File: src/rtl/multi_sprite_renderer.sv
// Erase/move/redraw engine for N_SPR rectangular sprites on the VGA plot bus.
// Each frame tick walks the enabled sprites in index order, one pixel per cycle.
//
// state | meaning
// IDLE  | waiting for frame_tick
// SEL   | sample sprite_en for the current index
// ERASE | paint old footprint with BG_COLOUR
// MOVE  | apply clamped direction to the position registers
// DRAW  | paint new footprint with colour_a / checker
// NEXT  | advance index or finish the frame
// DONE  | frame_done pulse, back to IDLE
module multi_sprite_renderer #(
    parameter int         N_SPR     = 4,
    parameter int         SPR_W     = 4,
    parameter int         SPR_H     = 4,
    parameter int         XW        = 8,
    parameter int         YW        = 7,
    parameter int         X_MAX     = 159,
    parameter int         Y_MAX     = 119,
    parameter logic [2:0] BG_COLOUR = 3'b111
) (
    input  logic                clk,
    input  logic                resetn,
    input  logic                frame_tick,
    input  logic [N_SPR-1:0]    sprite_en,
    input  logic [N_SPR*XW-1:0] init_x,
    input  logic [N_SPR*YW-1:0] init_y,
    input  logic [N_SPR*4-1:0]  dir,
    input  logic [N_SPR*3-1:0]  colour_a,
    input  logic [N_SPR*3-1:0]  colour_b,
    input  logic [N_SPR-1:0]    mode,
    output logic [XW-1:0]       vga_x,
    output logic [YW-1:0]       vga_y,
    output logic [2:0]          vga_colour,
    output logic                plot,
    output logic                busy,
    output logic                frame_done,
    output logic                overrun
);

    localparam int IW    = (N_SPR > 1) ? $clog2(N_SPR) : 1;
    localparam int OXW   = (SPR_W > 1) ? $clog2(SPR_W) : 1;
    localparam int OYW   = (SPR_H > 1) ? $clog2(SPR_H) : 1;
    localparam int X_LIM = X_MAX - SPR_W + 1;
    localparam int Y_LIM = Y_MAX - SPR_H + 1;

    typedef enum logic [2:0] {
        S_IDLE, S_SEL, S_ERASE, S_MOVE, S_DRAW, S_NEXT, S_DONE
    } state_t;

    state_t         state_q, state_d;
    logic [IW-1:0]  idx_q, idx_d;
    logic [OXW-1:0] ox_q, ox_d;
    logic [OYW-1:0] oy_q, oy_d;
    logic [XW-1:0]  pos_x_q [N_SPR];
    logic [XW-1:0]  pos_x_d [N_SPR];
    logic [YW-1:0]  pos_y_q [N_SPR];
    logic [YW-1:0]  pos_y_d [N_SPR];

    logic [XW-1:0]  vga_x_q, vga_x_d;
    logic [YW-1:0]  vga_y_q, vga_y_d;
    logic [2:0]     colour_q, colour_d;
    logic           plot_q, plot_d;
    logic           busy_q, busy_d;
    logic           done_q, done_d;
    logic           overrun_q, overrun_d;

    logic [3:0]     dir_s;
    logic [XW-1:0]  cur_x;
    logic [YW-1:0]  cur_y;

    // Sequencer: next state, scan counters and position update
    always_comb begin
        state_d = state_q;
        idx_d   = idx_q;
        ox_d    = ox_q;
        oy_d    = oy_q;
        pos_x_d = pos_x_q;
        pos_y_d = pos_y_q;
        dir_s   = dir[int'(idx_q)*4 +: 4];
        cur_x   = pos_x_q[idx_q];
        cur_y   = pos_y_q[idx_q];
        case (state_q)
            S_IDLE: begin
                if (frame_tick) begin
                    state_d = S_SEL;
                    idx_d   = '0;
                end
            end
            S_SEL: begin
                ox_d    = '0;
                oy_d    = '0;
                state_d = sprite_en[idx_q] ? S_ERASE : S_NEXT;
            end
            S_ERASE, S_DRAW: begin
                if (ox_q == OXW'(SPR_W - 1)) begin
                    ox_d = '0;
                    if (oy_q == OYW'(SPR_H - 1)) begin
                        oy_d    = '0;
                        state_d = (state_q == S_ERASE) ? S_MOVE : S_NEXT;
                    end else begin
                        oy_d = oy_q + OYW'(1);
                    end
                end else begin
                    ox_d = ox_q + OXW'(1);
                end
            end
            S_MOVE: begin
                state_d = S_DRAW;
                ox_d    = '0;
                oy_d    = '0;
                // Opposing directions cancel; each axis clamps independently.
                if (dir_s[0] && !dir_s[3] && int'(cur_x) < X_LIM)
                    pos_x_d[idx_q] = cur_x + XW'(1);
                else if (dir_s[3] && !dir_s[0] && cur_x != '0)
                    pos_x_d[idx_q] = cur_x - XW'(1);
                if (dir_s[2] && !dir_s[1] && int'(cur_y) < Y_LIM)
                    pos_y_d[idx_q] = cur_y + YW'(1);
                else if (dir_s[1] && !dir_s[2] && cur_y != '0)
                    pos_y_d[idx_q] = cur_y - YW'(1);
            end
            S_NEXT: begin
                if (idx_q == IW'(N_SPR - 1)) begin
                    state_d = S_DONE;
                end else begin
                    idx_d   = idx_q + IW'(1);
                    state_d = S_SEL;
                end
            end
            S_DONE:  state_d = S_IDLE;
            default: state_d = S_IDLE;
        endcase
    end

    // Output next values derived from next state so registered outputs line up with the state
    always_comb begin
        plot_d    = (state_d == S_ERASE) || (state_d == S_DRAW);
        vga_x_d   = '0;
        vga_y_d   = '0;
        colour_d  = '0;
        if (plot_d) begin
            vga_x_d = pos_x_d[idx_d] + XW'(ox_d);
            vga_y_d = pos_y_d[idx_d] + YW'(oy_d);
            if (state_d == S_ERASE)
                colour_d = BG_COLOUR;
            else if (mode[idx_d] && ox_d[0])
                colour_d = colour_b[int'(idx_d)*3 +: 3];
            else
                colour_d = colour_a[int'(idx_d)*3 +: 3];
        end
        busy_d    = (state_d != S_IDLE) && (state_d != S_DONE);
        done_d    = (state_d == S_DONE);
        overrun_d = frame_tick && (state_q != S_IDLE);
    end

    // State, position and output registers with synchronous active-low reset
    always_ff @(posedge clk) begin
        if (!resetn) begin
            state_q   <= S_IDLE;
            idx_q     <= '0;
            ox_q      <= '0;
            oy_q      <= '0;
            for (int i = 0; i < N_SPR; i++) begin
                pos_x_q[i] <= init_x[i*XW +: XW];
                pos_y_q[i] <= init_y[i*YW +: YW];
            end
            vga_x_q   <= '0;
            vga_y_q   <= '0;
            colour_q  <= '0;
            plot_q    <= 1'b0;
            busy_q    <= 1'b0;
            done_q    <= 1'b0;
            overrun_q <= 1'b0;
        end else begin
            state_q   <= state_d;
            idx_q     <= idx_d;
            ox_q      <= ox_d;
            oy_q      <= oy_d;
            pos_x_q   <= pos_x_d;
            pos_y_q   <= pos_y_d;
            vga_x_q   <= vga_x_d;
            vga_y_q   <= vga_y_d;
            colour_q  <= colour_d;
            plot_q    <= plot_d;
            busy_q    <= busy_d;
            done_q    <= done_d;
            overrun_q <= overrun_d;
        end
    end

    assign vga_x      = vga_x_q;
    assign vga_y      = vga_y_q;
    assign vga_colour = colour_q;
    assign plot       = plot_q;
    assign busy       = busy_q;
    assign frame_done = done_q;
    assign overrun    = overrun_q;

endmodule

File: config.mk
export PLATFORM = sky130hd
export DESIGN_NAME = multi_sprite_renderer
export DESIGN_NICKNAME = d
export VERILOG_FILES = /design/src/rtl/multi_sprite_renderer.sv
export SDC_FILE = /design/constraint.sdc
export NUM_CORES = 1
export LEC_CHECK = 0
export CORE_MARGIN = 1.5
export CORE_UTILIZATION = 55
export CTS_BUF_LIST = sky130_fd_sc_hd__clkbuf_4
export CTS_CLUSTER_DIAMETER = 120
export CTS_CLUSTER_SIZE = 40
export DETAILED_ROUTE_END_ITERATION = 8
export DONT_BUFFER_PORTS = 1
export HOLD_SLACK_MARGIN = 0.12
export PLACE_DENSITY = 0.7
export SYNTH_ARGS = -nofsm -noshare
export SYNTH_HDL_FRONTEND = slang
export SYNTH_SLANG_ARGS = --single-unit
File: constraint.sdc
create_clock -name clk -period 10.6 [get_ports clk]
set_clock_uncertainty 0.15 [all_clocks]
set_input_delay 2.12 -clock clk [delete_from_list [all_inputs] [get_ports clk]]
set_output_delay 2.12 -clock clk [all_outputs]
set_load 0.1 [all_outputs]
# Yosys cells after proc, flatten, opt, wreduce, memory -nomap -nowiden
# Cells that the tools add are included.
word_totals:
  regBits: 91
  in_bits: 111
  out_inout_bits: 22
  word_cells: 127
op_classes:
  n_addsub: 9
  multipliers: 1
  n_lt_le_gt_ge: 7
  eq_ne: 12
  n_shift: 3
  n_mux: 49
  bitwise_logic: 2
  n_reduce_logical: 25
ops:
  columns: ["operator", "count"]
  rows:
  - ["$mux W32", 4]
  - ["$mux W28", 4]
  - ["$bwmux W32", 2]
  - ["$bwmux W28", 2]
  - ["$mux W8", 5]
  - ["$mux W7", 5]
  - ["$bmux W8 S2", 2]
  - ["$shiftx A12 B32 Y3", 1]
  - ["$bmux W7 S2", 2]
  - ["$mux W3", 8]
  - ["$demux W8 S2", 1]
  - ["$shiftx A16 B5 Y4", 1]
  - ["$pmux W3 S5", 1]
  - ["$demux W7 S2", 1]
  - ["$eq A3 B3 Y1 const B", 4]
  - ["$logic_and A1 B1 Y1", 12]
  - ["$pmux W2 S2", 3]
  - ["$shiftx A12 B5 Y3", 1]
  - ["$mux W2", 5]
  - ["$eq A3 B2 Y1 const B", 3]
  - ["$add A8 B1 Y8 const B", 1]
  - ["$add A8 B2 Y8", 1]
  - ["$lt A8 B8 Y1 const B", 1]
  - ["$reduce_bool A8 Y1", 1]
  - ["other kinds (23)", 37]

# Logic depth before layout (Yosys ltp)
logic_depth:
  ltp_word: 13
  ltp_mapped: 21
  depth_no_buf: 17

# Worst setup path before layout
# No wires, ideal clock.
synth_path:
  path_kind: "in2reg"
  from: "in dir[13]"
  to: "reg vga_y_q[6], in the netlist vga_y[6]"
  setup_time_ns: 0.070
  arrival_ns: 5.436
  required_ns: 10.380
  slack_ns: 4.944
  cell_stages: 14
  path_buffers: 1
  cell_sequence: "mux4_2 > nand2b_1 > or2_1 > clkbuf_1 > nand2_1 > a21oi_1 > a31oi_1 > mux4_2 > ha_1 > inv_1 > fa_1 > or4b_4 > or3_1 > a21oi_1"
synth_via:
  elab_chain_cells: 10
  elab_cells_between_ends: 13
  cone_classes: "add/sub (1); shift (1); mux (6); reduce/logical (5)"
synth_lines:
  columns: ["item", "line", "rtl"]
  rows:
  - ["from (decl)", "28", "input logic [N_SPR*4-1:0] dir,"]
  - ["$shiftx A16 B5 Y4 (*)", "80", "dir_s = dir[int'(idx_q)*4 +: 4];"]
  - ["$logic_and A1 B1 Y1 / $logic_not A1 Y1 (equally long branches)", "119, 117", null]
  - ["$logic_and A1 B1 Y1, on equally long branches", "119, 117", null]
  - ["$mux W28 / $logic_and A1 B1 Y1 (equally long branches)", "119, 117", null]
  - ["$mux W28 (*)", "117", "if (dir_s[2] && !dir_s[1] && int'(cur_y) < Y_LIM)"]
  - ["$mux W28 (*)", "83", "case (state_q)"]
  - ["$bmux W7 S2 (*)", "143", "vga_y_d = pos_y_d[idx_d] + YW'(oy_d);"]
  - ["$mux W7 (implied by the code) (*) (2 in series)", "143", null]
  - ["$add A7 B2 Y7 (*)", "143", null]
  - ["to (signal assigned)", "182", "vga_y_q <= vga_y_d;"]
  - ["to (decl)", "61", "logic [YW-1:0] vga_y_q, vga_y_d;"]
# Every way passes the cells marked *; elsewhere a longest branch is shown, timed or not. The select of a mux whose other input is x is not followed.
# A chain may end at the register's enable or synchronous reset.

# Worst setup path after layout
layout_path:
  from: "in dir[12]"
  to: "reg vga_x_q[5], in the netlist vga_x[5]"
layout_via:
  elab_chain_cells: 11
  elab_cells_between_ends: 13
  cone_classes: "add/sub (1); shift (1); mux (6); reduce/logical (5)"
layout_lines:
  columns: ["item", "line", "rtl"]
  rows:
  - ["$shiftx A16 B5 Y4 (*)", "80", null]
  - ["$logic_not A1 Y1", "115", "else if (dir_s[3] && !dir_s[0] && cur_x != '0)"]
  - ["$logic_and A1 B1 Y1 (2 in series)", "115", null]
  - ["$mux W32", "115", null]
  - ["$mux W32 (*)", "113", "if (dir_s[0] && !dir_s[3] && int'(cur_x) < X_LIM)"]
  - ["$mux W32 (*)", "83", null]
  - ["$bmux W8 S2 (*)", "142", "vga_x_d = pos_x_d[idx_d] + XW'(ox_d);"]
  - ["$mux W8 (implied by the code) (*) (2 in series)", "142", null]
  - ["$add A8 B2 Y8 (*)", "142", null]
  - ["to (signal assigned)", "181", "vga_x_q <= vga_x_d;"]
  - ["to (decl)", "60", "logic [XW-1:0] vga_x_q, vga_x_d;"]
# Marked as above.

==> PnR_summary.wiki <==
{| class="wikitable"
! Metric !! Value
|-
| Cell Rows || 41
|-
| Cts repair resizes || 0
|-
| TritonCTS clock tree || yes
|-
| Ratio of cells with drive above 1 in the final layout || 12.6%
|-
| M3 GR Usage || 8.05%
|-
| Setup TNS || 0 ns
|-
| Effective utilization at floorplan || 56.0%
|-
| Power density over cell area || 127 nW/um^2
|-
| Met2 track demand over resource in global routing || 52.4%
|-
| Top_reg_cell synth || sky130_fd_sc_hd__dfxtp_1
|-
| Worst path arrival time || 6.03 ns
|-
| Maximum number of buffers from clock root to sink || 2
|-
| DP HPWL || 16.4 mm
|-
| Max Cap Viol || 0
|-
| Antenna violations before repair || 3
|-
| Relative slew slack || 16.4%
|-
| GRT Overall Usage || 34.0%
|-
| Clock root cell || sky130_fd_sc_hd__clkbuf_4
|-
| Post-placement worst setup slack || 4.34 ns
|-
| Critical path startpoint category || input pin
|-
| Max IR drop VDD || 0.0737 mV
|-
| Critical path required time || 10.84 ns
|-
| Number of standard cells after synthesis || 845
|-
| Clock sink total || 91
|-
| Routability cong. || 1.02
|-
| Global route total overflow || 0
|-
| Synth area leader || sky130_fd_sc_hd__dfxtp_1
|-
| Period utilization || 54.6%
|-
| CTS buffer count || 9
|-
| Register clock-pin slew on the reported worst setup and hold paths || 0.15 ns
|-
| Post-synthesis sequential element count || 91
|-
| Synth top area cells || sky130_fd_sc_hd__dfxtp_1 26%, sky130_fd_sc_hd__mux4_2 8.3%, sky130_fd_sc_hd__mux2i_1 6.1%
|-
| Number of buffers added on ports || 0
|-
| Met1 capacity usage during global routing || 45.1%
|-
| Synth Net Count || 970
|-
| Area overhead of the layout relative to synthesis || 2.85%
|-
| Number of optimization iterations in the first detailed-route pass || 7
|-
| Average wire length per cell after detail routing || 23.2 um
|-
| Final setup violation count || 0
|-
| Core box area || 12600 um^2
|-
| Sequential area share after synthesis || 25.9%
|-
| H-Tree Level Count || 3
|-
| Worst Tran Pin Value || 1.25 ns
|-
| Number of warnings printed during yosys synthesis || 0
|-
| Chip width || 116 um
|-
| Largest net degree at the start of global routing || 93
|-
| Detailed-route wire length || 22.8 mm
|-
| Initial detailed-routing violation count || 1112
|-
| Min-delay worst type || flop to flop
|-
| Clock insertion delay at the later pin of the skew report || 0.48 ns
|-
| Net total in the final layout || 932
|-
| Max-slew violations || 0
|-
| Die boundary height || 116 um
|-
| DIE AREA || 13500 um^2
|-
| Mapped Area || 7030 um^2
|-
| Busiest grt layer || met2
|-
| Synthesized area per cell || 8.32 um^2
|-
| Setup repair after global routing missed its margin || false
|-
| Count of unique library cells instantiated by Yosys || 77
|-
| Antenna Nets Post-Route || 0
|-
| Number of failing hold endpoints at the final stage || 0
|-
| Maximum fanout count along the critical path || 16
|-
| Total via count in the routed design || 6958
|-
| Vias per std cell || 7.07
|-
| # DRC || 0
|-
| Critical path class || input pin to flop
|-
| Post-CTS setup buffer count || 0
|-
| Count of flip-flops with a built-in enable after synthesis || 0
|-
| Post-synthesis async set-or-reset flop share || 0%
|-
| Max frequency || 0.173 GHz
|-
| Top cell type's share of synthesized area || 25.9%
|-
| Number of hold buffers added after cts || 0
|-
| Final setup margin || 4.81 ns
|-
| Static power due to leakage || 0.00276 uW
|-
| Run status || finished, final reports clean
|-
| Via count of the first global-routing pass || 6517
|-
| Period minus WS final || 5.79 ns
|-
| Top-level I/O count || 133
|-
| Wire length of the first global-routing pass || 35.0 mm
|-
| Crit end category || flop
|}
critical path, cell delays in order:
cell	delay, ns
sky130_fd_sc_hd__mux4_2	0.51
sky130_fd_sc_hd__nand2b_1	0.28
sky130_fd_sc_hd__a21oi_1	0.99
sky130_fd_sc_hd__nor2_1	0.22
sky130_fd_sc_hd__nor2_1	0.16
sky130_fd_sc_hd__o21ai_0	0.09
sky130_fd_sc_hd__a21oi_1	0.22
sky130_fd_sc_hd__nand2_1	0.09
sky130_fd_sc_hd__a31oi_1	0.42
sky130_fd_sc_hd__ha_1	0.33
sky130_fd_sc_hd__a21o_1	0.21
sky130_fd_sc_hd__and4b_1	0.19
sky130_fd_sc_hd__xnor2_1	0.14
sky130_fd_sc_hd__nor2_1	0.06
final timing paths:
check / endpoint / slack (ns) / startpoint / depth (start not counted)
setup / recovery: vga_x[5] / 4.81 / dir[12] / 14
hold / removal: pos_x_q[26] / 0.46 / pos_x_q[26] / 2
setup reg to reg: vga_y[6] / 4.98 / idx_q[0] / 14
hold reg to reg: pos_x_q[26] / 0.46 / pos_x_q[26] / 2
flip-flops by register name, summed over array words and instances, names as in the netlist:
register,count
busy,1
frame_done,1
idx_q,2
overrun,1
ox_q,2
oy_q,2
plot,1
pos_x_q,32
pos_y_q,28
state_q,3
vga_colour,3
vga_x,8
vga_y,7
cells in the mapped netlist, types with 5 or more instances:
| library cell | n |
|---|---|
| sky130_fd_sc_hd__nand2_1 | 58 |
| sky130_fd_sc_hd__a2bb2oi_1 | 6 |
| sky130_fd_sc_hd__mux2i_1 | 43 |
| sky130_fd_sc_hd__nor3_1 | 19 |
| sky130_fd_sc_hd__xor2_1 | 7 |
| sky130_fd_sc_hd__a21o_1 | 5 |
| sky130_fd_sc_hd__clkbuf_1 | 44 |
| sky130_fd_sc_hd__o21ai_0 | 48 |
| sky130_fd_sc_hd__mux4_2 | 26 |
| sky130_fd_sc_hd__nor3b_1 | 5 |
| sky130_fd_sc_hd__a31oi_1 | 10 |
| sky130_fd_sc_hd__a22o_1 | 8 |
| sky130_fd_sc_hd__nand3_1 | 19 |
| sky130_fd_sc_hd__dfxtp_1 | 91 |
| sky130_fd_sc_hd__ha_1 | 12 |
| sky130_fd_sc_hd__a211oi_1 | 10 |
| sky130_fd_sc_hd__nand4_1 | 10 |
| sky130_fd_sc_hd__and3_1 | 10 |
| sky130_fd_sc_hd__nand2b_1 | 13 |
| sky130_fd_sc_hd__a21oi_1 | 73 |
| sky130_fd_sc_hd__o221ai_1 | 6 |
| sky130_fd_sc_hd__a311oi_1 | 5 |
| sky130_fd_sc_hd__buf_2 | 9 |
| sky130_fd_sc_hd__a221oi_1 | 6 |
| sky130_fd_sc_hd__inv_1 | 38 |
| sky130_fd_sc_hd__and2_1 | 11 |
| sky130_fd_sc_hd__xnor2_1 | 15 |
| sky130_fd_sc_hd__nor2b_1 | 12 |
| sky130_fd_sc_hd__mux2_2 | 33 |
| sky130_fd_sc_hd__nor2_1 | 79 |
| sky130_fd_sc_hd__a22oi_1 | 15 |
| sky130_fd_sc_hd__o22ai_1 | 12 |
power by group:
group          internal (uW)  switching (uW)
Sequential               375            75.7
Clock                   96.6             126
Combinational            107             142
layout by cell type (no fill, tap or decap), types with 6 or more instances in the layout:
cell type and count:
sky130_fd_sc_hd__nand2_1 58, sky130_fd_sc_hd__a221oi_1 6, sky130_fd_sc_hd__a22oi_1 15, sky130_fd_sc_hd__dfxtp_1 90, sky130_fd_sc_hd__a21oi_1 73, sky130_fd_sc_hd__a22o_1 8
sky130_fd_sc_hd__a31oi_1 10, sky130_fd_sc_hd__a211oi_1 10, sky130_fd_sc_hd__o21ai_0 48, sky130_fd_sc_hd__clkbuf_4 10, sky130_fd_sc_hd__nand3_1 19, sky130_fd_sc_hd__nand2b_1 13
sky130_fd_sc_hd__nand4_1 10, sky130_fd_sc_hd__inv_1 38, sky130_fd_sc_hd__nor2_1 79, sky130_fd_sc_hd__ha_1 12, sky130_fd_sc_hd__o22ai_1 12, sky130_fd_sc_hd__nor2b_1 12
sky130_fd_sc_hd__o221ai_1 6, sky130_fd_sc_hd__xnor2_1 15, sky130_fd_sc_hd__and2_1 11, sky130_fd_sc_hd__a2bb2oi_1 6, sky130_fd_sc_hd__mux2i_1 43, sky130_fd_sc_hd__nor3_1 19
sky130_fd_sc_hd__mux4_2 26, sky130_fd_sc_hd__xor2_1 7, sky130_fd_sc_hd__and3_1 10, sky130_fd_sc_hd__buf_4 10, sky130_fd_sc_hd__mux2_2 33
layout make-up:
type	count	area (um^2)
inverters	38	143
flip-flops and latches	91	1820
clock inverters	4	77.6
fillers	1141	5340
well taps	172	215
repair buffers	10	75.1
clock buffers	10	75.1
multi-input cells	657	4820
diodes	2	5.00
stage by stage:
step           total power [uW]  utilization, %  area, um^2  hold slack, ns  instances
2_1_floorplan               645               -        7030           0.364        845
3_3_place_gp                689            56.3        7080           0.387        968
3_5_place_dp                698            56.3        7080           0.413        968
4_1_cts                     917            57.5        7230           0.443        982
5_1_grt                     965            57.5        7230           0.469        983
6_report                    922            57.6        7230           0.459        984
logic make-up after synthesis:
group / synth area share [%]
muxes: 19.7
xor gates and xnor gates: 2.74
and+or+nand+nor: 18.4
buffers and inverters: 5.82
adders and majority gates: 2.70
AOI/OAI and AO/OA: 24.7
DFF: 25.9
routing by layer:
layer,part of all wire (%),routed length [um],up-vias
met1,40,9090,3232
met2,45,10100,547
met4,3.4,765,2
met3,12,2780,89
met5,0.053,12,-
li1,-,-,3088
Power figures use the tool's default switching activity.
